<file path="src/rtl/alu_result_if.sv">
// Handshake and lane bundle for the ALU result stage.
// master drives lanes and out_ready; slave is the result stage.
interface alu_result_if #(
    parameter int SIZE = 32
);
    logic            in_valid;
    logic            in_ready;
    logic [4:0]      ctrl_ALUopcode;
    logic [SIZE-1:0] data_operandA;
    logic [SIZE-1:0] data_operandB;
    logic [SIZE-1:0] or_result;
    logic [SIZE-1:0] and_result;
    logic [SIZE-1:0] sum_result;
    logic [SIZE-1:0] sll_result;
    logic [SIZE-1:0] sra_result;
    logic            out_valid;
    logic            out_ready;
    logic [SIZE-1:0] data_result;
    logic            isNotEqual;
    logic            isLessThan;
    logic            overflow;

    modport master (
        output in_valid, ctrl_ALUopcode, data_operandA, data_operandB,
        output or_result, and_result, sum_result, sll_result, sra_result,
        output out_ready,
        input  in_ready, out_valid, data_result, isNotEqual, isLessThan, overflow
    );

    modport slave (
        input  in_valid, ctrl_ALUopcode, data_operandA, data_operandB,
        input  or_result, and_result, sum_result, sll_result, sra_result,
        input  out_ready,
        output in_ready, out_valid, data_result, isNotEqual, isLessThan, overflow
    );
endinterface

</file>
<file path="src/rtl/alu_result_stage.sv">
// Registered ALU output stage: opcode lane select, compare/overflow flags,
// and a 2-entry in-order valid/ready queue in front of the consumer.
module alu_result_stage #(
    parameter int SIZE  = 32,
    parameter int DEPTH = 2
) (
    input  logic        clock,
    input  logic        reset,
    alu_result_if.slave bus
);
    localparam logic [4:0] OP_ADD = 5'b00000;
    localparam logic [4:0] OP_SUB = 5'b00001;
    localparam logic [4:0] OP_AND = 5'b00010;
    localparam logic [4:0] OP_OR  = 5'b00011;
    localparam logic [4:0] OP_SLL = 5'b00100;
    localparam logic [4:0] OP_SRA = 5'b00101;
    localparam logic [1:0] FULL   = 2'(DEPTH);

    logic [SIZE-1:0] sel_result;
    logic            sel_ne;
    logic            sel_lt;
    logic            sel_ov;
    logic            sign_s;
    logic            sign_a;
    logic            sign_b;

    assign sign_s = bus.sum_result[SIZE-1];
    assign sign_a = bus.data_operandA[SIZE-1];
    assign sign_b = bus.data_operandB[SIZE-1];

    always_comb begin
        sel_result = '0;
        sel_ne     = 1'b0;
        sel_lt     = 1'b0;
        sel_ov     = 1'b0;
        case (bus.ctrl_ALUopcode)
            OP_ADD: begin
                sel_result = bus.sum_result;
                sel_ov     = (sign_a == sign_b) && (sign_s != sign_a);
            end
            OP_SUB: begin
                sel_result = bus.sum_result;
                sel_ov     = (sign_a != sign_b) && (sign_s != sign_a);
                // sign of the difference corrected by overflow gives signed A<B
                sel_lt     = sign_s ^ sel_ov;
                sel_ne     = |bus.sum_result;
            end
            OP_AND:  sel_result = bus.and_result;
            OP_OR:   sel_result = bus.or_result;
            OP_SLL:  sel_result = bus.sll_result;
            OP_SRA:  sel_result = bus.sra_result;
            default: sel_result = '0;
        endcase
    end

    logic [SIZE-1:0] q_result [2];
    logic [2:0]      q_flags  [2];
    logic [1:0]      count;
    logic            head;
    logic            tail;
    logic            accept;
    logic            drain;

    assign bus.in_ready  = ~reset & (count != FULL);
    assign bus.out_valid = (count != 2'd0);
    assign accept        = bus.in_valid & bus.in_ready;
    assign drain         = bus.out_valid & bus.out_ready;

    always_ff @(posedge clock) begin
        if (reset) begin
            count <= 2'd0;
            head  <= 1'b0;
            tail  <= 1'b0;
            for (int i = 0; i < 2; i++) begin
                q_result[i] <= '0;
                q_flags[i]  <= 3'b000;
            end
        end else begin
            if (accept) begin
                q_result[tail] <= sel_result;
                q_flags[tail]  <= {sel_ne, sel_lt, sel_ov};
                tail           <= ~tail;
            end
            if (drain) begin
                head <= ~head;
            end
            case ({accept, drain})
                2'b10:   count <= count + 2'd1;
                2'b01:   count <= count - 2'd1;
                default: count <= count;
            endcase
        end
    end

    // Drained slots are not scrubbed, so the head view is gated on occupancy.
    assign bus.data_result = bus.out_valid ? q_result[head] : '0;
    assign bus.isNotEqual  = bus.out_valid & q_flags[head][2];
    assign bus.isLessThan  = bus.out_valid & q_flags[head][1];
    assign bus.overflow    = bus.out_valid & q_flags[head][0];
endmodule
</file>
<file path="src/flat_wrapper.sv">
// flat-port wrapper written by rule: the top's interface ports become plain ports
module alu_result_stage_flat 
#(
    parameter int SIZE  = 32,
    parameter int DEPTH = 2
)
  (clock, reset, bus_in_valid, bus_ctrl_ALUopcode, bus_data_operandA, bus_data_operandB, bus_or_result, bus_and_result, bus_sum_result, bus_sll_result, bus_sra_result, bus_out_ready, bus_in_ready, bus_out_valid, bus_data_result, bus_isNotEqual, bus_isLessThan, bus_overflow);
  alu_result_if #(.SIZE(SIZE)) bus_i ();
  input  logic clock;
  input  logic reset;
  input wire logic [$bits(bus_i.in_valid)-1:0] bus_in_valid;
  input wire logic [$bits(bus_i.ctrl_ALUopcode)-1:0] bus_ctrl_ALUopcode;
  input wire logic [$bits(bus_i.data_operandA)-1:0] bus_data_operandA;
  input wire logic [$bits(bus_i.data_operandB)-1:0] bus_data_operandB;
  input wire logic [$bits(bus_i.or_result)-1:0] bus_or_result;
  input wire logic [$bits(bus_i.and_result)-1:0] bus_and_result;
  input wire logic [$bits(bus_i.sum_result)-1:0] bus_sum_result;
  input wire logic [$bits(bus_i.sll_result)-1:0] bus_sll_result;
  input wire logic [$bits(bus_i.sra_result)-1:0] bus_sra_result;
  input wire logic [$bits(bus_i.out_ready)-1:0] bus_out_ready;
  output wire logic [$bits(bus_i.in_ready)-1:0] bus_in_ready;
  output wire logic [$bits(bus_i.out_valid)-1:0] bus_out_valid;
  output wire logic [$bits(bus_i.data_result)-1:0] bus_data_result;
  output wire logic [$bits(bus_i.isNotEqual)-1:0] bus_isNotEqual;
  output wire logic [$bits(bus_i.isLessThan)-1:0] bus_isLessThan;
  output wire logic [$bits(bus_i.overflow)-1:0] bus_overflow;
  assign bus_i.in_valid = bus_in_valid;
  assign bus_i.ctrl_ALUopcode = bus_ctrl_ALUopcode;
  assign bus_i.data_operandA = bus_data_operandA;
  assign bus_i.data_operandB = bus_data_operandB;
  assign bus_i.or_result = bus_or_result;
  assign bus_i.and_result = bus_and_result;
  assign bus_i.sum_result = bus_sum_result;
  assign bus_i.sll_result = bus_sll_result;
  assign bus_i.sra_result = bus_sra_result;
  assign bus_i.out_ready = bus_out_ready;
  assign bus_in_ready = bus_i.in_ready;
  assign bus_out_valid = bus_i.out_valid;
  assign bus_data_result = bus_i.data_result;
  assign bus_isNotEqual = bus_i.isNotEqual;
  assign bus_isLessThan = bus_i.isLessThan;
  assign bus_overflow = bus_i.overflow;
  alu_result_stage #(.SIZE(SIZE), .DEPTH(DEPTH)) u_core (.clock(clock), .reset(reset), .bus(bus_i));
endmodule
</file>
<file path="config.mk">
export PLATFORM = sky130hd
export DESIGN_NAME = alu_result_stage_flat
export DESIGN_NICKNAME = d
export VERILOG_FILES = /design/src/rtl/alu_result_if.sv /design/src/rtl/alu_result_stage.sv /design/src/flat_wrapper.sv
export SDC_FILE = /design/constraint.sdc
export NUM_CORES = 1
export LEC_CHECK = 0
export CAP_MARGIN = 20
export CORE_UTILIZATION = 39
export CTS_CLUSTER_DIAMETER = 30
export DETAILED_ROUTE_END_ITERATION = 8
export GPL_ROUTABILITY_DRIVEN = 0
export PLACE_DENSITY = 0.83
export SYNTH_ARGS = -nofsm -noshare
export SYNTH_HDL_FRONTEND = slang
export SYNTH_SLANG_ARGS = --single-unit
</file>
<file path="constraint.sdc">
create_clock -name clock -period 3.45 [get_ports clock]
set_input_delay 1.035 -clock clock [delete_from_list [all_inputs] [get_ports clock]]
set_output_delay 1.035 -clock clock [all_outputs]
set_load 0.05 [all_outputs]
</file>
==> summary.txt <==
Fin. Hold Viols: 0
placed wire-length estimate: 11.99 mm
CTS clk-pin slew, worst paths: 0.06 ns
maxcap violations: 0
crit path max fanout: 18
Synth Area in Compound Gates: 0.1508
IO buf count: 207
Netlist cell types: 37
largest family of logic cells by synthesized area: multiplexers
total nets after synthesis: 668
Avg Inst Size Synth: 10.63 um^2
All-Layer GR Usage: 0.2572
R2R Path Start: u_core.count[0]
hold slack: 0.4967 ns
count leader, synth: edfxtp_1
xor-xnor portion of the synthesized cell area: 0.007594
H-tree depth: 3
placed instance count: 765
Max Fclk: 0.3047 GHz
CP Buf/Inv Count: 1
Worst Reg-to-Reg Cells: 4
mapped cell area: 4613 um^2
async set-or-reset flop fraction in the synthesized netlist: 0
fin. max-slew vios: 0
Longest Clk Path Bufs: 2
RR Endpoint: u_core.q_flags[1][1]
top cells by count, synth: edfxtp_1 (70), a31oi_1 (64), nand3_1 (64)
initial antenna violation count: 0
layout cells sized above 1: 0.1252
number of core rows: 39
Initial Util: 0.4023
Final period util: 0.9511
CP Data Required Time: 2.41 ns
first-pass GRT wire length: 24.09 mm
post-route ant nets: 0
DRC viols: 0
hold path cells: 2
Slew headroom: 0.4680
Synth area leader: edfxtp_1
crit end category: output pin
Vias per Instance: 5.996
Synth Register Bits: 75
Clock Latency Late Sink: 0.33 ns
CP Data Arrival Time: 2.25 ns
register area share after synthesis: 0.4774
TritonRoute pass-1 iters: 5
# clock sinks: 75
CTS tree: yes
critical-path cell list: nor2_2 > nor2_1 > clkdlybuf4s50_1
die area: 12270 um^2
reg-to-reg slack, setup: 1.51 ns
Final Core Density: 0.6265
mux contribution to synthesized area: 0.1538
boundary pin count: 270
Post-CTS Setup Repair Bufs: 0
Core Area: 11470 um^2
outcome: complete, no violations
Setup crit end: bus_data_result[23]
chip width: 110.8 um
routed vias: 4689
Synth area leaders: edfxtp_1 (46%), a31oi_1 (8.7%), mux2i_1 (7.8%)
overall die height: 110.8 um
Leakage: 0.002319 uW
power per standard cell area: 488.0 nW/um^2
HP Start: u_core.tail
post-synth top area share: 0.4557
cell count after synthesis: 434
Slowest cell on crit path: clkdlybuf4s50_1
largest net degree at the start of global routing: 37
Synth Area in Adders: 0.004882
min Tclk post-route: 3.281 ns
grt ovf: 0
WL/cell: 20.68 um
ant diodes: 0
initial DRC count: 368
cts hold-fix bufs: 0
Top delay family on crit path: simple AND/OR/NAND/NOR gates
TritonCTS buffer count: 9
vias in the first global route: 4650
RSZ-0062 raised after global routing: false
Synth Area in Simple Gates: 0.1524
PostCTS Resize Cnt: 0
clk_skew: 0.005566 ns
Worst Tran Pin Value: 0.7972 ns
Worst VDD drop: 0.0003036 V
CP peak stage delay: 0.73 ns
drt total wl: 16.17 mm
Crit Path Class: reg2out
CTS Root Cell: clkbuf_16
type of origin of the critical path: register
non-filler cells in the finished layout: 782
setup_tns: 0 ns
Net count, final: 868
WP depth: 3
Final Setup Violations: 0
area grow syn2layout: 55.74%
ys flop type: edfxtp_1
EDFF count, synth: 70
Yosys warnings: 0
worst min-delay path class: reg2reg
Worst Setup SP: u_core.count[0]
## cells by family (layout without fill, tap and decap cells)
family / after synthesis / in the layout
compound gates: 104 / 104
xor+xnor: 4 / 4
fa+ha+maj: 2 / 2
buf+inv: 46 / 250
simple gates: 136 / 137
flops: 75 / 75
mux: 67 / 67
## cell type report
class / instances / area [um^2]
multi-input cells: 314 / 2203
repair buffers: 228 / 2257
fillers: 901 / 4283
inverters: 6 / 22.52
well taps: 143 / 178.9
clock inverters: 6 / 90.09
flip-flops and latches: 75 / 2203
clock buffers: 10 / 229.0
## how the worst min path moves through the flow
stage,endpoint
after floorplan,u_core.tail
after global placement,u_core.tail
after detailed placement,u_core.tail
after CTS,u_core.tail
after global routing,u_core.head
final,u_core.tail
## flip-flops by register name (all words and copies together) (netlist names), named ones only
| name | count |
|---|---|
| u_core.q_result | 64 |
| u_core.q_flags | 6 |
| u_core.count | 2 |
| u_core.head | 1 |
| u_core.tail | 1 |
## worst reg2reg max path: stages, from the launching register on
cell     delay [ns]
dfxtp_1        0.50
nor2b_1        0.16
or4b_1         0.53
buf_4          0.29
nor3_1         0.28
## cells in the final DEF, fill, tap and decap left out, types with 3 or more instances in the layout
cell,n
mux2_2,31
nor2_1,40
dfxtp_1,4
nand3_1,64
buf_12,3
nor4_1,8
a22oi_1,31
inv_1,6
buf_4,20
a31oi_1,64
clkbuf_16,9
nor2b_1,3
edfxtp_1,70
clkdlybuf4s50_1,204
mux2i_1,36
## report_power, final
| part | internal, uW | switching, uW |
|---|---|---|
| registers | 1080 | 38.2 |
| logic | 557 | 840 |
| clock network | 634 | 361 |
## through the flow
stage / cell area (um^2) / total power, uW / worst slack [ns]
CTS: 7178 / 3499 / 0.03930
global route: 7184 / 3609 / 0.09064
finish: 7184 / 3506 / 0.1686
floorplan: 4613 / 1953 / 0.3653
global placement: 6859 / 2486 / 0.4009
detailed placement: 6859 / 2513 / 0.4057
## routing by layer
layer | share of wire | wire length, um | vias up | track usage
li1 | - | - | 2119 | -
met1 | 0.37 | 6052 | 2220 | 0.3035
met2 | 0.50 | 8097 | 299 | 0.4464
met3 | 0.086 | 1383 | 51 | 0.04483
met4 | 0.039 | 637 | 0 | 0.1342
met5 | 0 | 0 | - | 0
Note: power is estimated with default switching activity, not from simulation.
